[config.mk]
export PLATFORM = sky130hd
export DESIGN_NAME = can_bit_stuffer_flat
export DESIGN_NICKNAME = d
export VERILOG_FILES = /design/src/rtl/can_pkg.sv /design/src/rtl/can_bit_stuffer_if.sv /design/src/rtl/can_bit_stuffer.sv /design/src/flat_wrapper.sv
export SDC_FILE = /design/constraint.sdc
export NUM_CORES = 1
export LEC_CHECK = 0
export CORE_UTILIZATION = 45
export DETAILED_ROUTE_END_ITERATION = 16
export PLACE_DENSITY = 0.74
export SETUP_SLACK_MARGIN = 0.3
export SYNTH_ARGS = -nofsm -noshare
export SYNTH_HDL_FRONTEND = slang
export SYNTH_SLANG_ARGS = --single-unit
[constraint.sdc]
create_clock -name clk -period 2.61 [get_ports clk]
set_input_delay 0.261 -clock clk [delete_from_list [all_inputs] [get_ports clk]]
set_output_delay 0.261 -clock clk [all_outputs]
set_load 0.05 [all_outputs]
[src/rtl/can_pkg.sv]
// Shared CAN bit-level constants used by the transmit stuffer and the receive stuff checker.
package can_pkg;

   localparam logic RECESSIVE         = 1'b1;
   localparam logic DOMINANT          = 1'b0;
   localparam int   DEFAULT_STUFF_RUN = 5;

endpackage

[src/rtl/can_bit_stuffer_if.sv]
// Unstuffed bit hand-off between the frame serializer (master) and the bit stuffer (slave).
interface can_bit_stuffer_if;

   logic in_bit;
   logic in_valid;
   logic in_ready;

   modport master (output in_bit, output in_valid, input in_ready);
   modport slave  (input in_bit, input in_valid, output in_ready);

endinterface

[src/rtl/can_bit_stuffer.sv]
// Transmit-side CAN bit stuffer: inserts a complementary bit after STUFF_RUN identical bits.
// Optional CAN_STUFF_ERR_INJECT_EN adds force_stuff_err to emit a deliberately wrong stuff bit.
module can_bit_stuffer
   import can_pkg::*;
#(
   parameter int STUFF_RUN = DEFAULT_STUFF_RUN,
   parameter int CNT_W     = 5
) (
   input  logic              clk,
   input  logic              reset,
   input  logic              bit_tick,
   input  logic              stuff_en,
   can_bit_stuffer_if.slave  in_if,
`ifdef CAN_STUFF_ERR_INJECT_EN
   input  logic              force_stuff_err,
`endif
   output logic              tx_out,
   output logic              stuff_inserted,
   output logic              underrun,
   output logic [CNT_W-1:0]  stuff_count
);

   // One extra count value lets an injected error run saturate above STUFF_RUN.
   localparam int RUN_W = $clog2(STUFF_RUN + 2);
   localparam logic [RUN_W-1:0] RUN_ZERO  = {RUN_W{1'b0}};
   localparam logic [RUN_W-1:0] RUN_ONE   = RUN_W'(1);
   localparam logic [RUN_W-1:0] RUN_STUFF = RUN_W'(STUFF_RUN);
   localparam logic [RUN_W-1:0] RUN_SAT   = RUN_W'(STUFF_RUN + 1);
   localparam logic [CNT_W-1:0] CNT_ZERO  = {CNT_W{1'b0}};
   localparam logic [CNT_W-1:0] CNT_MAX   = {CNT_W{1'b1}};

   logic             last_bit_r, last_bit_s;
   logic [RUN_W-1:0] run_cnt_r, run_cnt_s;
   logic             stuff_pending_r, stuff_pending_s;
   logic [CNT_W-1:0] stuff_count_r, stuff_count_s;
   logic             stuff_en_d_r, stuff_en_d_s;
   logic             tx_out_r, tx_out_s;
   logic             stuff_inserted_r, stuff_inserted_s;
   logic             underrun_r, underrun_s;
   logic             data_bit_s;
   logic             force_err_s;

`ifdef CAN_STUFF_ERR_INJECT_EN
   assign force_err_s = force_stuff_err;
`else
   assign force_err_s = 1'b0;
`endif

   assign in_if.in_ready = bit_tick & ~stuff_pending_r;

   // Next-state logic: all state advances only on bit_tick.
   always_comb begin
      last_bit_s       = last_bit_r;
      run_cnt_s        = run_cnt_r;
      stuff_pending_s  = stuff_pending_r;
      stuff_count_s    = stuff_count_r;
      stuff_en_d_s     = stuff_en_d_r;
      tx_out_s         = tx_out_r;
      stuff_inserted_s = 1'b0;
      underrun_s       = 1'b0;
      data_bit_s       = RECESSIVE;
      if (bit_tick) begin
         stuff_en_d_s = stuff_en;
         if (stuff_en && !stuff_en_d_r) begin
            stuff_count_s = CNT_ZERO;
         end else begin
            stuff_count_s = stuff_count_r;
         end
         if (stuff_pending_r) begin
            // Stuff bit counts as the first bit of the next run unless it is forced wrong.
            if (force_err_s) begin
               tx_out_s  = last_bit_r;
               run_cnt_s = RUN_SAT;
            end else begin
               tx_out_s  = ~last_bit_r;
               run_cnt_s = RUN_ONE;
            end
            last_bit_s       = tx_out_s;
            stuff_pending_s  = 1'b0;
            stuff_inserted_s = 1'b1;
            if (stuff_count_r != CNT_MAX) begin
               stuff_count_s = stuff_count_r + CNT_W'(1);
            end else begin
               stuff_count_s = stuff_count_r;
            end
         end else begin
            if (in_if.in_valid) begin
               data_bit_s = in_if.in_bit;
            end else begin
               data_bit_s = RECESSIVE;
               underrun_s = 1'b1;
            end
            tx_out_s   = data_bit_s;
            last_bit_s = data_bit_s;
            if (!stuff_en) begin
               run_cnt_s = RUN_ZERO;
            end else if (run_cnt_r == RUN_ZERO || data_bit_s != last_bit_r) begin
               run_cnt_s = RUN_ONE;
            end else if (run_cnt_r == RUN_SAT) begin
               run_cnt_s = RUN_SAT;
            end else begin
               run_cnt_s = run_cnt_r + RUN_ONE;
            end
            stuff_pending_s = stuff_en && (run_cnt_s == RUN_STUFF);
         end
      end else begin
         stuff_en_d_s = stuff_en_d_r;
      end
   end

   // State and output registers with synchronous reset.
   always_ff @(posedge clk) begin
      if (reset) begin
         last_bit_r       <= RECESSIVE;
         run_cnt_r        <= RUN_ZERO;
         stuff_pending_r  <= 1'b0;
         stuff_count_r    <= CNT_ZERO;
         stuff_en_d_r     <= 1'b0;
         tx_out_r         <= RECESSIVE;
         stuff_inserted_r <= 1'b0;
         underrun_r       <= 1'b0;
      end else begin
         last_bit_r       <= last_bit_s;
         run_cnt_r        <= run_cnt_s;
         stuff_pending_r  <= stuff_pending_s;
         stuff_count_r    <= stuff_count_s;
         stuff_en_d_r     <= stuff_en_d_s;
         tx_out_r         <= tx_out_s;
         stuff_inserted_r <= stuff_inserted_s;
         underrun_r       <= underrun_s;
      end
   end

   assign tx_out         = tx_out_r;
   assign stuff_inserted = stuff_inserted_r;
   assign underrun       = underrun_r;
   assign stuff_count    = stuff_count_r;

endmodule

[src/flat_wrapper.sv]
// flat-port wrapper written by rule: the top's interface ports become plain ports
module can_bit_stuffer_flat import can_pkg::*;
#(
   parameter int STUFF_RUN = DEFAULT_STUFF_RUN,
   parameter int CNT_W     = 5
)
  (clk, reset, bit_tick, stuff_en, tx_out, stuff_inserted, underrun, stuff_count, in_if_in_bit, in_if_in_valid, in_if_in_ready);
  can_bit_stuffer_if in_if_i ();
  input  logic clk;
  input  logic reset;
  input  logic bit_tick;
  input  logic stuff_en;
  output logic tx_out;
  output logic stuff_inserted;
  output logic underrun;
  output logic [CNT_W-1:0] stuff_count;
  input wire logic [$bits(in_if_i.in_bit)-1:0] in_if_in_bit;
  input wire logic [$bits(in_if_i.in_valid)-1:0] in_if_in_valid;
  output wire logic [$bits(in_if_i.in_ready)-1:0] in_if_in_ready;
  assign in_if_i.in_bit = in_if_in_bit;
  assign in_if_i.in_valid = in_if_in_valid;
  assign in_if_in_ready = in_if_i.in_ready;
  can_bit_stuffer #(.STUFF_RUN(STUFF_RUN), .CNT_W(CNT_W)) u_core (.clk(clk), .reset(reset), .bit_tick(bit_tick), .stuff_en(stuff_en), .in_if(in_if_i), .tx_out(tx_out), .stuff_inserted(stuff_inserted), .underrun(underrun), .stuff_count(stuff_count));
endmodule
==> run_results.csv <==
group,metric,value,unit
finish,drive_above_1_share,0.101,
finish,final_util,0.639,
drt,drtIter0Drc,6,
power_and_ir_drop,p_seq_frac,0.537,
worst_setup_path,cp-start-kind,"register",
timing,setup_tns,0,ns
die,initial_core_util,0.503,
power_and_ir_drop,p_int,286,µW
finish,seqCellArea,260,µm²
clock_network,clock_latency,0.27,ns
die,io_pins,15,
timing,slew-limit-headroom,0.670,
synth,synth_area,679,µm²
worst_setup_path,r2r_start,"u_core.stuff_count[0]",
synth,yosysUniqueCellTypes,28,
global_routing,grt_overflow,0,
global_routing,grt_util_all_layers,0.190,
synth,async_reset_ff_frac,0,
clock_network,ctsHoldBuffers,0,
place,portBuffers,14,
drt,ant_nets,0,
die,row_count,13,
drt,wl_per_cell,12.5,µm
drt,routed_via_density,5.36,
clock_network,cts_resized,0,
place,dpl.hpwl,940,µm
clock_network,clk_pin_slew,0.08,ns
die,dieArea,0.00167,mm²
synth,synth_area_leader_cell,"dfxtp_1",
power_and_ir_drop,switching_share,0.250,
clock_network,cts_made_buffers,3,
power_and_ir_drop,ir_drop,0.237,mV
power_and_ir_drop,power.share.clock,0.325,
synth,seq_area_frac_synth,0.383,
finish,fillers,120,
synth,synth_top_area_frac,0.383,
timing,rsz0062_at_grt,"no",
synth,yosysWarnings,0,
place,gp_routability_congestion,0.638,
synth,synthTopCellsByCount,"13 x dfxtp_1, 9 x nor2_1, 5 x ha_1, 5 x nand2b_1, 4 x o21ai_0",
finish,multi_input_area,392,µm²
clock_network,cts.htree.levels,1,
power_and_ir_drop,leakagePower,0.327,nW
global_routing,antenna_found_initial,0,
synth,synth_most_common_cell,"dfxtp_1",
timing,fmax,509,MHz
clock_network,post_cts_buffers,0,
min_path,min_path_type,"reg -> reg",
synth,synth.area.top_cells,"dfxtp_1 38%, ha_1 9.2%, nor2_1 5.0%, nand2b_1 4.6%, mux2i_1 4.4%",
die,coreArea,0.00135,mm²
worst_setup_path,cp-end-kind,"output port",
timing,timing.final.crit_share,0.753,
timing,skew,0.00182,ns
worst_setup_path,cp_max_fo,8,
finish,area.growth.synth_to_final,27.1,%
synth,syn_avg_cell_area,9.31,µm²
worst_setup_path,crit_arrival,1.70,ns
synth,syn_nets,84,
timing,post-route-min-period,1.97,ns
worst_setup_path,crit_required,2.35,ns
clock_network,clock-sinks,13,
clock_network,tritoncts,"yes",
worst_setup_path,path_class,"reg -> out",
power_and_ir_drop,p_per_area,442,mW/mm²
job,drv_cap,0,
die,die_w,40.9,µm
clock_network,cts_buffer_depth,2,
synth,synthFlopType,"dfxtp_1",
drt,remaining_drc_errors,0,
global_routing,grt_pass1_wl,2000,µm
worst_setup_path,critPathLaunch,"u_core.stuff_pending_r",
power_and_ir_drop,combinationalPowerShare,0.138,
clock_network,root_buffer,"clkbuf_4",
power_and_ir_drop,switching_power,95.5,µW
global_routing,grt_pass1_vias,486,
status,outcome,"finished, final reports clean",
finish,antenna_cells,0,
timing,setup_viol,0,
synth,synth_cells,73,
drt,first_pass_iters,3,
drt,wirelength,1300,µm
synth,synth_edf_count,0,
finish,fin_nets,101,
timing,slew_violations,0,
min_path,hold_start,"u_core.stuff_en_d_r",
drt,vias,557,
worst_setup_path,regToRegSetupSlack,0.79,ns
die,die_h,40.9,µm
timing,hold_violations,0,
global_routing,grt_max_degree,15,
synth,ys_seq_elements,13,
timing,worstMarginPinSlew,0.494,ns
## path summary, 6_finish.rpt
| check | end | cells after the start |
|---|---|---|
| hold reg to reg | u_core.stuff_en_d_r | 2 |
| hold / removal | u_core.stuff_en_d_r | 2 |
| setup / recovery | in_if_in_ready | 3 |
| setup reg to reg | u_core.stuff_count[3] | 7 |
## per-stage QoR
stage          hold slack [ns]  power (mW)  cell area, µm²  setup slack, ns  instances
2_1_floorplan            0.340       0.241             679            0.594         73
3_3_place_gp             0.475       0.262             837            0.684        100
3_5_place_dp             0.493       0.262             837            0.676        100
4_1_cts                  0.512       0.388             863            0.617        104
5_1_grt                  0.536       0.400             863            0.523        104
6_report                 0.504       0.381             863            0.645        104
## layout make-up
| class | count | area share |
|---|---|---|
| clock buffer | 4 | 0.0304 |
| tap | 15 | 0.0217 |
| multi-input combinational | 53 | 0.454 |
| sequential | 13 | 0.301 |
| inverter | 3 | 0.0130 |
| timing repair buffer | 16 | 0.180 |
## logic make-up after synthesis
kind of cell / synth area share
AOI/OAI and AO/OA: 0.144
muxes: 0.0442
adders and majority gates: 0.0921
buffers and inverters: 0.0405
xor gates and xnor gates: 0.0387
and+or+nand+nor: 0.258
DFF: 0.383
## routing by layer
metal	wire, µm	track usage	vias to the layer above
li1	-	-	295
met3	59	0.0489	2
met2	580	0.305	13
met1	646	0.221	247
met5	0	0	-
met4	16	0.125	0
## registers in the layout, indices dropped and copies added (netlist names)
register                cells
u_core.stuff_pending_r      1
u_core.underrun             1
u_core.run_cnt_r            3
u_core.stuff_inserted       1
u_core.stuff_count          5
u_core.stuff_en_d_r         1
u_core.last_bit_r           1
## critical path: stages (launching register included)
cell and delay (ns):
dfxtp_1 0.38, nand2b_1 0.20, inv_1 0.06, clkdlybuf4s50_1 0.79
## placed cells by master (no fill, tap or decap), types with 2 or more instances in the layout
cell / n
xor2_1: 2
ha_1: 5
nand2b_1: 5
a21oi_1: 2
nor2_1: 9
nor3_1: 3
o21ai_0: 4
clkbuf_4: 3
buf_4: 2
dfxtp_1: 13
mux2i_1: 3
o32ai_1: 3
nor2b_1: 2
inv_1: 3
clkdlybuf4s50_1: 14
a22oi_1: 2
## power by group through the flow
stage | Combinational [mW] | Clock, mW | Sequential [mW]
final | 0.0525 | 0.124 | 0.205
after global routing | 0.0577 | 0.137 | 0.205
after CTS | 0.0530 | 0.130 | 0.205
after detailed placement | 0.0528 | 0 | 0.210
after global placement | 0.0523 | 0 | 0.209
after floorplan | 0.0265 | 0 | 0.215
(Power assumes the default switching activity.)
